==> src/rtl/xadc_drp_sampler.sv <==
// xadc_drp_sampler
// Periodically reads one XADC status register over DRP. It publishes each
// raw 12-bit conversion code and a block average of 2^AVG_LOG2 codes, and
// abandons reads whose drdy does not arrive within TIMEOUT cycles.
//
// Ports
//   clk          : single clock, also used as the DRP dclk
//   rst_n        : asynchronous active-low reset
//   daddr        : DRP address, constant CH_ADDR
//   den          : DRP read enable, one-cycle pulse per read
//   drdy         : DRP data ready
//   do_in        : DRP read data, conversion code in [15:4]
//   sample       : last raw conversion code
//   sample_valid : one-cycle strobe when sample updates
//   avg          : last block average
//   avg_valid    : one-cycle strobe when avg updates
//   timeout_err  : one-cycle strobe when a read is abandoned
//   err_cnt      : saturating timeout count
module xadc_drp_sampler #(
  parameter int         SAMPLE_DIV = 100000,
  parameter int         AVG_LOG2   = 4,
  parameter logic [6:0] CH_ADDR    = 7'h11,
  parameter int         TIMEOUT    = 255
) (
  input  logic        clk,
  input  logic        rst_n,
  output logic [6:0]  daddr,
  output logic        den,
  input  logic        drdy,
  input  logic [15:0] do_in,
  output logic [11:0] sample,
  output logic        sample_valid,
  output logic [11:0] avg,
  output logic        avg_valid,
  output logic        timeout_err,
  output logic [7:0]  err_cnt
);

  localparam int TW = (SAMPLE_DIV > 1) ? $clog2(SAMPLE_DIV) : 1;
  localparam int WW = $clog2(TIMEOUT + 1);
  localparam int AW = 12 + AVG_LOG2;
  localparam int CW = (AVG_LOG2 > 0) ? AVG_LOG2 : 1;

  localparam logic [TW-1:0] TICK_LAST = TW'(SAMPLE_DIV - 1);
  localparam logic [WW-1:0] WAIT_LAST = WW'(TIMEOUT);
  // With AVG_LOG2=0 this is 0, so every sample closes its own block.
  localparam logic [CW-1:0] SMP_LAST  = CW'((1 << AVG_LOG2) - 1);

  typedef enum logic [1:0] {
    ST_IDLE = 2'd0,
    ST_REQ  = 2'd1,
    ST_WAIT = 2'd2
  } state_t;

  state_t          r_state;
  state_t          w_state_next;
  logic [TW-1:0]   r_tick_cnt;
  logic [WW-1:0]   r_wait_cnt;
  logic [AW-1:0]   r_acc;
  logic [CW-1:0]   r_smp_cnt;
  logic            r_den;
  logic [11:0]     r_sample;
  logic            r_sample_valid;
  logic [11:0]     r_avg;
  logic            r_avg_valid;
  logic            r_timeout_err;
  logic [7:0]      r_err_cnt;

  logic            w_tick;
  logic            w_accept;
  logic            w_timeout;
  logic [11:0]     w_code;
  logic [AW-1:0]   w_sum;
  logic [11:0]     w_avg_next;
  logic            w_block_last;
  logic            w_unused_ok;

  assign daddr        = CH_ADDR;
  assign den          = r_den;
  assign sample       = r_sample;
  assign sample_valid = r_sample_valid;
  assign avg          = r_avg;
  assign avg_valid    = r_avg_valid;
  assign timeout_err  = r_timeout_err;
  assign err_cnt      = r_err_cnt;

  assign w_tick       = (r_tick_cnt == TICK_LAST);
  assign w_code       = do_in[15:4];
  assign w_unused_ok  = ^do_in[3:0];
  // The accumulator is wide enough for a full block, so the sum never wraps.
  assign w_sum        = r_acc + AW'(w_code);
  assign w_avg_next   = w_sum[AVG_LOG2 +: 12];
  assign w_block_last = (r_smp_cnt == SMP_LAST);

  // Free-running sample-rate counter; wraps on its own compare so that an
  // externally disturbed tick cannot shift the schedule.
  always_ff @(posedge clk or negedge rst_n) begin
    if (!rst_n) begin
      r_tick_cnt <= {TW{1'b0}};
    end else if (r_tick_cnt == TICK_LAST) begin
      r_tick_cnt <= {TW{1'b0}};
    end else begin
      r_tick_cnt <= r_tick_cnt + TW'(1);
    end
  end

  // FSM state register.
  always_ff @(posedge clk or negedge rst_n) begin
    if (!rst_n) begin
      r_state <= ST_IDLE;
    end else begin
      r_state <= w_state_next;
    end
  end

  // Next-state decode; drdy wins over timeout on the last wait cycle.
  always_comb begin
    w_state_next = r_state;
    w_accept     = 1'b0;
    w_timeout    = 1'b0;
    case (r_state)
      ST_IDLE: begin
        if (w_tick) begin
          w_state_next = ST_REQ;
        end else begin
          w_state_next = ST_IDLE;
        end
      end
      ST_REQ: begin
        w_state_next = ST_WAIT;
      end
      ST_WAIT: begin
        if (drdy) begin
          w_accept     = 1'b1;
          w_state_next = ST_IDLE;
        end else if (r_wait_cnt == WAIT_LAST) begin
          w_timeout    = 1'b1;
          w_state_next = ST_IDLE;
        end else begin
          w_state_next = ST_WAIT;
        end
      end
      default: begin
        w_state_next = ST_IDLE;
      end
    endcase
  end

  // Wait-cycle counter: reads 1 on the first WAIT cycle.
  always_ff @(posedge clk or negedge rst_n) begin
    if (!rst_n) begin
      r_wait_cnt <= {WW{1'b0}};
    end else if (r_state == ST_REQ) begin
      r_wait_cnt <= WW'(1);
    end else if ((r_state == ST_WAIT) && (r_wait_cnt != WAIT_LAST)) begin
      r_wait_cnt <= r_wait_cnt + WW'(1);
    end else begin
      r_wait_cnt <= {WW{1'b0}};
    end
  end

  // Registered den: high exactly while the FSM sits in REQ.
  always_ff @(posedge clk or negedge rst_n) begin
    if (!rst_n) begin
      r_den <= 1'b0;
    end else begin
      r_den <= (w_state_next == ST_REQ);
    end
  end

  // Sample capture and block averaging.
  always_ff @(posedge clk or negedge rst_n) begin
    if (!rst_n) begin
      r_sample       <= 12'h000;
      r_sample_valid <= 1'b0;
      r_avg          <= 12'h000;
      r_avg_valid    <= 1'b0;
      r_acc          <= {AW{1'b0}};
      r_smp_cnt      <= {CW{1'b0}};
    end else begin
      r_sample_valid <= 1'b0;
      r_avg_valid    <= 1'b0;
      if (w_accept) begin
        r_sample       <= w_code;
        r_sample_valid <= 1'b1;
        if (w_block_last) begin
          r_avg       <= w_avg_next;
          r_avg_valid <= 1'b1;
          r_acc       <= {AW{1'b0}};
          r_smp_cnt   <= {CW{1'b0}};
        end else begin
          r_acc     <= w_sum;
          r_smp_cnt <= r_smp_cnt + CW'(1);
        end
      end else begin
        r_acc     <= r_acc;
        r_smp_cnt <= r_smp_cnt;
      end
    end
  end

  // Timeout strobe and saturating error counter.
  always_ff @(posedge clk or negedge rst_n) begin
    if (!rst_n) begin
      r_timeout_err <= 1'b0;
      r_err_cnt     <= 8'h00;
    end else begin
      r_timeout_err <= w_timeout;
      if (w_timeout && (r_err_cnt != 8'hFF)) begin
        r_err_cnt <= r_err_cnt + 8'h01;
      end else begin
        r_err_cnt <= r_err_cnt;
      end
    end
  end

endmodule
==> config.mk <==
export PLATFORM = sky130hd
export DESIGN_NAME = xadc_drp_sampler
export DESIGN_NICKNAME = d
export VERILOG_FILES = /design/src/rtl/xadc_drp_sampler.sv
export SDC_FILE = /design/constraint.sdc
export NUM_CORES = 1
export LEC_CHECK = 0
export ABC_AREA = 1
export CORE_MARGIN = 2
export CORE_UTILIZATION = 40
export DETAILED_ROUTE_END_ITERATION = 7
export PLACE_DENSITY_LB_ADDON = 0.12
export SLEW_MARGIN = 15
export SYNTH_ARGS = -nofsm -noshare
export SYNTH_HDL_FRONTEND = slang
export SYNTH_SLANG_ARGS = --single-unit
==> constraint.sdc <==
create_clock -name clk -period 4 [get_ports clk]
set_input_delay 1 -clock clk [delete_from_list [all_inputs] [get_ports clk]]
set_output_delay 1 -clock clk [all_outputs]
set_load 0.01 [all_outputs]
; Word-level counts from Yosys, hierarchy flattened
; Index checks and enable logic that the tools add are counted.
[word_totals]
regBits = 83
elab_cells = 46
out_inout_bits = 43
[classes]
n_addsub = 5
reduce_logical = 4
eq_ne = 8
n_mux = 17
[ops]
columns = operator, count
row1 = $add 17x1->17 const B, 1
row2 = $eq 17x17->1 const B, 1
row3 = $mux 17, 1
row4 = $add 16x12->16, 1
row5 = $add 8x1->8 const B, 2
row6 = $mux 16, 1
row7 = $mux 8, 2
row8 = $ne 8x8->1 const B, 2
row9 = $mux 1, 9
row10 = $eq 8x8->1 const B, 1
row11 = $pmux 2 s3, 1
row12 = $add 4x1->4 const B, 1
row13 = $eq 2x1->1 const B, 2
row14 = $eq 4x4->1 const B, 1
row15 = $mux 2, 2
row16 = $mux 4, 1
row17 = $eq 2x2->1 const B, 1
row18 = $logic_and 1x1->1, 2
row19 = $logic_not 2->1, 1
row20 = $reduce_and 2->1, 1

; Logic depth before layout (Yosys ltp)
[depth]
ltp_word = 5
ltp_mapped = 11

; Worst setup path after synthesis
; OpenSTA, ideal clock, no wires.
[synth_path]
kind = input to register
startpoint = input port do_in[4]
endpoint = register r_acc[8]
path_slack_ps = 1719
t_required_ps = 3935
stages = 8
n_path_buf = 0
arrival_time_ps = 2216
cell_sequence = ha_1 -> fa_1 -> nand2_1 -> a21oi_1 -> a21oi_1 -> xor2_1 -> nand2_1 -> nand2_1
[synth_between]
elab_chain_cells = 2
[synth_lines]
columns = item, line
row1 = "start, declared", 30  ; input logic [15:0] do_in,
row2 = $add 16x12->16, 91  ; assign w_sum = r_acc + AW'(w_code);
row3 = $mux 16, 186  ; if (w_block_last) begin
row4 = "end signal, assigned", 189  ; r_acc <= {AW{1'b0}};
row5 = "end signal, assigned", 192  ; r_acc <= w_sum;
row6 = "end signal, assigned", 196  ; r_acc <= r_acc;
row7 = "end, declared", 59  ; logic [AW-1:0] r_acc;
; Every way passes these cells.
; A chain may end at the register's enable or synchronous reset.

; Final worst setup path
[layout_path]
startpoint = input port drdy
endpoint = register r_avg[0], in the netlist avg[0]
[layout_between]
elab_chain_cells = 3
[layout_lines]
columns = item, line
row1 = "start, declared", 29  ; input logic drdy,
row2 = $mux 1, 133  ; if (drdy) begin
row3 = $mux 1, 121  ; case (r_state)
row4 = $reduce_and 2->1 (no source line), -
row5 = "end signal, assigned", 187  ; r_avg <= w_avg_next;
row6 = "end, declared", 64  ; logic [11:0] r_avg;
; Every way passes these cells.

==> flow_results.xml <==
<?xml version="1.0" encoding="UTF-8"?>
<metrics>
  <group name="floorplan">
    <metric name="start_util" unit="%">41.3</metric>
    <metric name="chipWidth" unit="µm">110</metric>
    <metric name="boundaryPins" unit="">62</metric>
    <metric name="core.rowCount" unit="">38</metric>
    <metric name="die_h" unit="µm">110</metric>
    <metric name="die_area" unit="µm²">12100</metric>
    <metric name="fp.coreArea" unit="µm²">10900</metric>
  </group>
  <group name="placed_design">
    <metric name="place.detailed.instances" unit="">750</metric>
    <metric name="routabilityCongestion" unit="">0.859</metric>
    <metric name="port_buffers" unit="">50</metric>
    <metric name="hpwlAfterDp" unit="µm">6630</metric>
  </group>
  <group name="final_layout">
    <metric name="mostFrequentLayoutCells" unit="">206 x nand2_1, 83 x dfrtp_1, 68 x inv_1, 49 x clkdlybuf4s50_1, 45 x nand3_1</metric>
    <metric name="num-fill-cells" unit="">1087</metric>
    <metric name="layoutNonFillerInstCount" unit="">766</metric>
    <metric name="area_delta_synth_final" unit="%">17.4</metric>
    <metric name="most_common_library_cell_in_the_layout_ignoring_fill_and_taps" unit="">nand2_1</metric>
    <metric name="utilization" unit="%">48.5</metric>
    <metric name="numnets_final" unit="">657</metric>
    <metric name="antenna_cells" unit="">0</metric>
    <metric name="layout-drive-gt1-share" unit="%">6.23</metric>
  </group>
  <group name="routing">
    <metric name="wirelength" unit="µm">9320</metric>
    <metric name="detailedRoute.firstIterationViolations" unit="">206</metric>
    <metric name="avgViaCountPerCell" unit="">4.64</metric>
    <metric name="ant_nets" unit="">0</metric>
    <metric name="drt_pass1_iterations" unit="">4</metric>
    <metric name="route.vias.total" unit="">3553</metric>
    <metric name="avgRoutedWirePerCell" unit="µm">12.2</metric>
    <metric name="drt_drc_violations_left" unit="">0</metric>
  </group>
  <group name="flow_run">
    <metric name="drv_cap" unit="">0</metric>
  </group>
  <group name="clock_tree">
    <metric name="cts.root.buffer_cell" unit="">clkbuf_8</metric>
    <metric name="clockBufferDepth" unit="">2</metric>
    <metric name="clk_pin_slew" unit="ps">90</metric>
    <metric name="postCtsResizedCells" unit="">0</metric>
    <metric name="tritoncts_clock_tree" unit="">done</metric>
    <metric name="cts_hold_buf" unit="">0</metric>
    <metric name="numCtsBuffers" unit="">9</metric>
    <metric name="post_cts_buffers" unit="">0</metric>
    <metric name="h-tree-depth" unit="">3</metric>
    <metric name="tritoncts_num_sinks" unit="">83</metric>
    <metric name="clk-insertion-delay-late" unit="ps">360</metric>
  </group>
  <group name="global_route">
    <metric name="grt_use_total" unit="%">17.2</metric>
    <metric name="grt_start_max_net_pins" unit="">84</metric>
    <metric name="grt_antenna_before_repair" unit="">0</metric>
    <metric name="grt_first_pass_wirelength" unit="µm">16300</metric>
    <metric name="globalRouteOverflowTotal" unit="">0</metric>
    <metric name="first_global_vias" unit="">3531</metric>
  </group>
  <group name="critical_path">
    <metric name="worst_ep_required_time" unit="ps">4230</metric>
    <metric name="timing.critical_path.fanout_max" unit="">31</metric>
    <metric name="critPathKind" unit="">input port to register</metric>
    <metric name="cp-end-kind" unit="">register</metric>
    <metric name="cp-start-kind" unit="">input port</metric>
    <metric name="cp.arrival" unit="ps">2850</metric>
  </group>
  <group name="synthesis">
    <metric name="avgSynthCellArea" unit="µm²">7.89</metric>
    <metric name="seq_area_frac_synth" unit="%">46.2</metric>
    <metric name="syn_area" unit="µm²">4500</metric>
    <metric name="synth.ff_latch_count" unit="">83</metric>
    <metric name="synth_warn" unit="">0</metric>
    <metric name="synthesis.instances" unit="">570</metric>
    <metric name="netlist-cell-type-count" unit="">33</metric>
  </group>
  <group name="pwr">
    <metric name="leakagePower" unit="nW">2.77</metric>
    <metric name="ir_drop" unit="V">0.000151</metric>
    <metric name="power.density" unit="nW/µm²">359</metric>
    <metric name="fin_total_pwr" unit="mW">1.90</metric>
  </group>
  <group name="sta">
    <metric name="max_slew.worst_pin.slew" unit="ps">758</metric>
    <metric name="totalNegativeSetupSlack" unit="ps">0</metric>
    <metric name="setup-violations-final" unit="">0</metric>
    <metric name="setup_repair_after_global_routing_missed_its_margin" unit="">no</metric>
    <metric name="max_freq" unit="MHz">382</metric>
    <metric name="timing.final.crit_period" unit="ps">2620</metric>
    <metric name="slew_headroom" unit="%">49.5</metric>
    <metric name="period_share" unit="%">65.5</metric>
    <metric name="skew" unit="ps">14.5</metric>
    <metric name="fin_worst_hold_slack" unit="ps">458</metric>
    <metric name="timing.final.max_slew_violations" unit="">0</metric>
    <metric name="final_hold_viol_count" unit="">0</metric>
  </group>
  <group name="outcome">
    <metric name="run_status" unit="">complete, no violations</metric>
  </group>
  <group name="worst_hold_path">
    <metric name="timing.hold.worst.class" unit="">register to register</metric>
  </group>
</metrics>
[per-stage QoR]
stage          setup slack [ps]  area (µm²)
5_1_grt                    1240        5280
2_1_floorplan              1720        4520
4_1_cts                    1350        5280
3_5_place_dp                965        5080
3_3_place_gp                972        5080
6_report                   1380        5280
[critical path: stages]
cell and delay (ps):
clkdlybuf4s50_1 520, inv_1 140, nor2_8 310, inv_4 220
nor2_8 280, inv_2 190, nand2_1 90, o21ai_0 70
[routing by layer]
metal | vias to the layer above | part of all wire [%] | global-route usage, %
met5 | - | 0 | 0
met4 | 0 | 0.75 | 4.34
met3 | 6 | 2.8 | 4.35
met2 | 41 | 48 | 28.9
met1 | 1635 | 49 | 22.1
li1 | 1871 | - | -
[final timing paths]
path | from | endpoint | slack (ps) | depth (start not counted)
worst max-delay path | drdy | avg[0] | 1380 | 8
worst min-delay path | r_state[0] | den | 460 | 1
worst max register to register | r_state[0] | avg[0] | 2060 | 8
worst min register to register | r_state[0] | den | 460 | 1
max in group asynchronous | rst_n | err_cnt[0] | 2800 | 1
min in group asynchronous | rst_n | r_tick_cnt[12] | 660 | 1
[where the power goes]
part | switching (mW) | total [mW] | internal (mW)
Clock | 0.334 | 0.630 | 0.296
Combinational | 0.202 | 0.350 | 0.147
Sequential | 0.0306 | 0.916 | 0.885
Total | 0.567 | 1.90 | 1.33
[area by class of cell]
type	count	area, µm²	share of cell area, %
tap	140	175	3.32
clock inverter	6	71.3	1.35
timing repair buffer	50	502	9.50
clock buffer	10	128	2.42
multi-input combinational	406	2060	39.0
inverter	71	269	5.10
sequential	83	2080	39.3
[cell usage after synthesis]
cell type,instances,share of area [%]
buf_4,8,1.3
ha_1,16,4.5
xnor2_1,8,1.6
xor2_1,15,2.9
nor4_1,2,0.28
nand3b_1,3,0.50
o22ai_1,2,0.28
nor2_8,2,0.89
inv_2,2,0.17
fa_1,1,0.45
and2_1,1,0.14
inv_1,68,5.7
conb_1,2,0.17
a32o_1,1,0.22
buf_6,3,0.75
or2_2,5,0.70
nor2_1,36,3.0
nor2_4,2,0.50
nand3_2,2,0.45
nand3_1,45,5.0
buf_2,3,0.33
nand2_2,3,0.42
nor3_1,8,0.89
dfrtp_1,83,46
nor3b_1,3,0.50
inv_4,1,0.14
nor2_2,6,0.83
nand4_1,9,1.3
clkbuf_1,1,0.083
nand2_1,206,17
a21oi_1,15,1.7
a22o_1,2,0.39
o21ai_0,6,0.67
[cell families (layout without fill, tap and decap cells)]
kind of cell | count (synthesis) | after routing | share of synthesized area (%)
other cells | 2 | 7 | 0.167
fa+ha+maj | 17 | 17 | 4.90
buf+inv | 86 | 137 | 8.49
flops | 83 | 83 | 46.2
xor+xnor | 23 | 23 | 4.48
simple gates | 333 | 333 | 32.6
compound gates | 26 | 26 | 3.23
[sequential cells by signal (all words and copies together), names as in the netlist]
| register | flops |
|---|---|
| avg | 12 |
| avg_valid | 1 |
| den | 1 |
| err_cnt | 8 |
| r_acc | 16 |
| r_smp_cnt | 4 |
| r_state | 2 |
| r_tick_cnt | 17 |
| r_wait_cnt | 8 |
| sample | 12 |
| sample_valid | 1 |
| timeout_err | 1 |
Power figures use the tool's default switching activity.
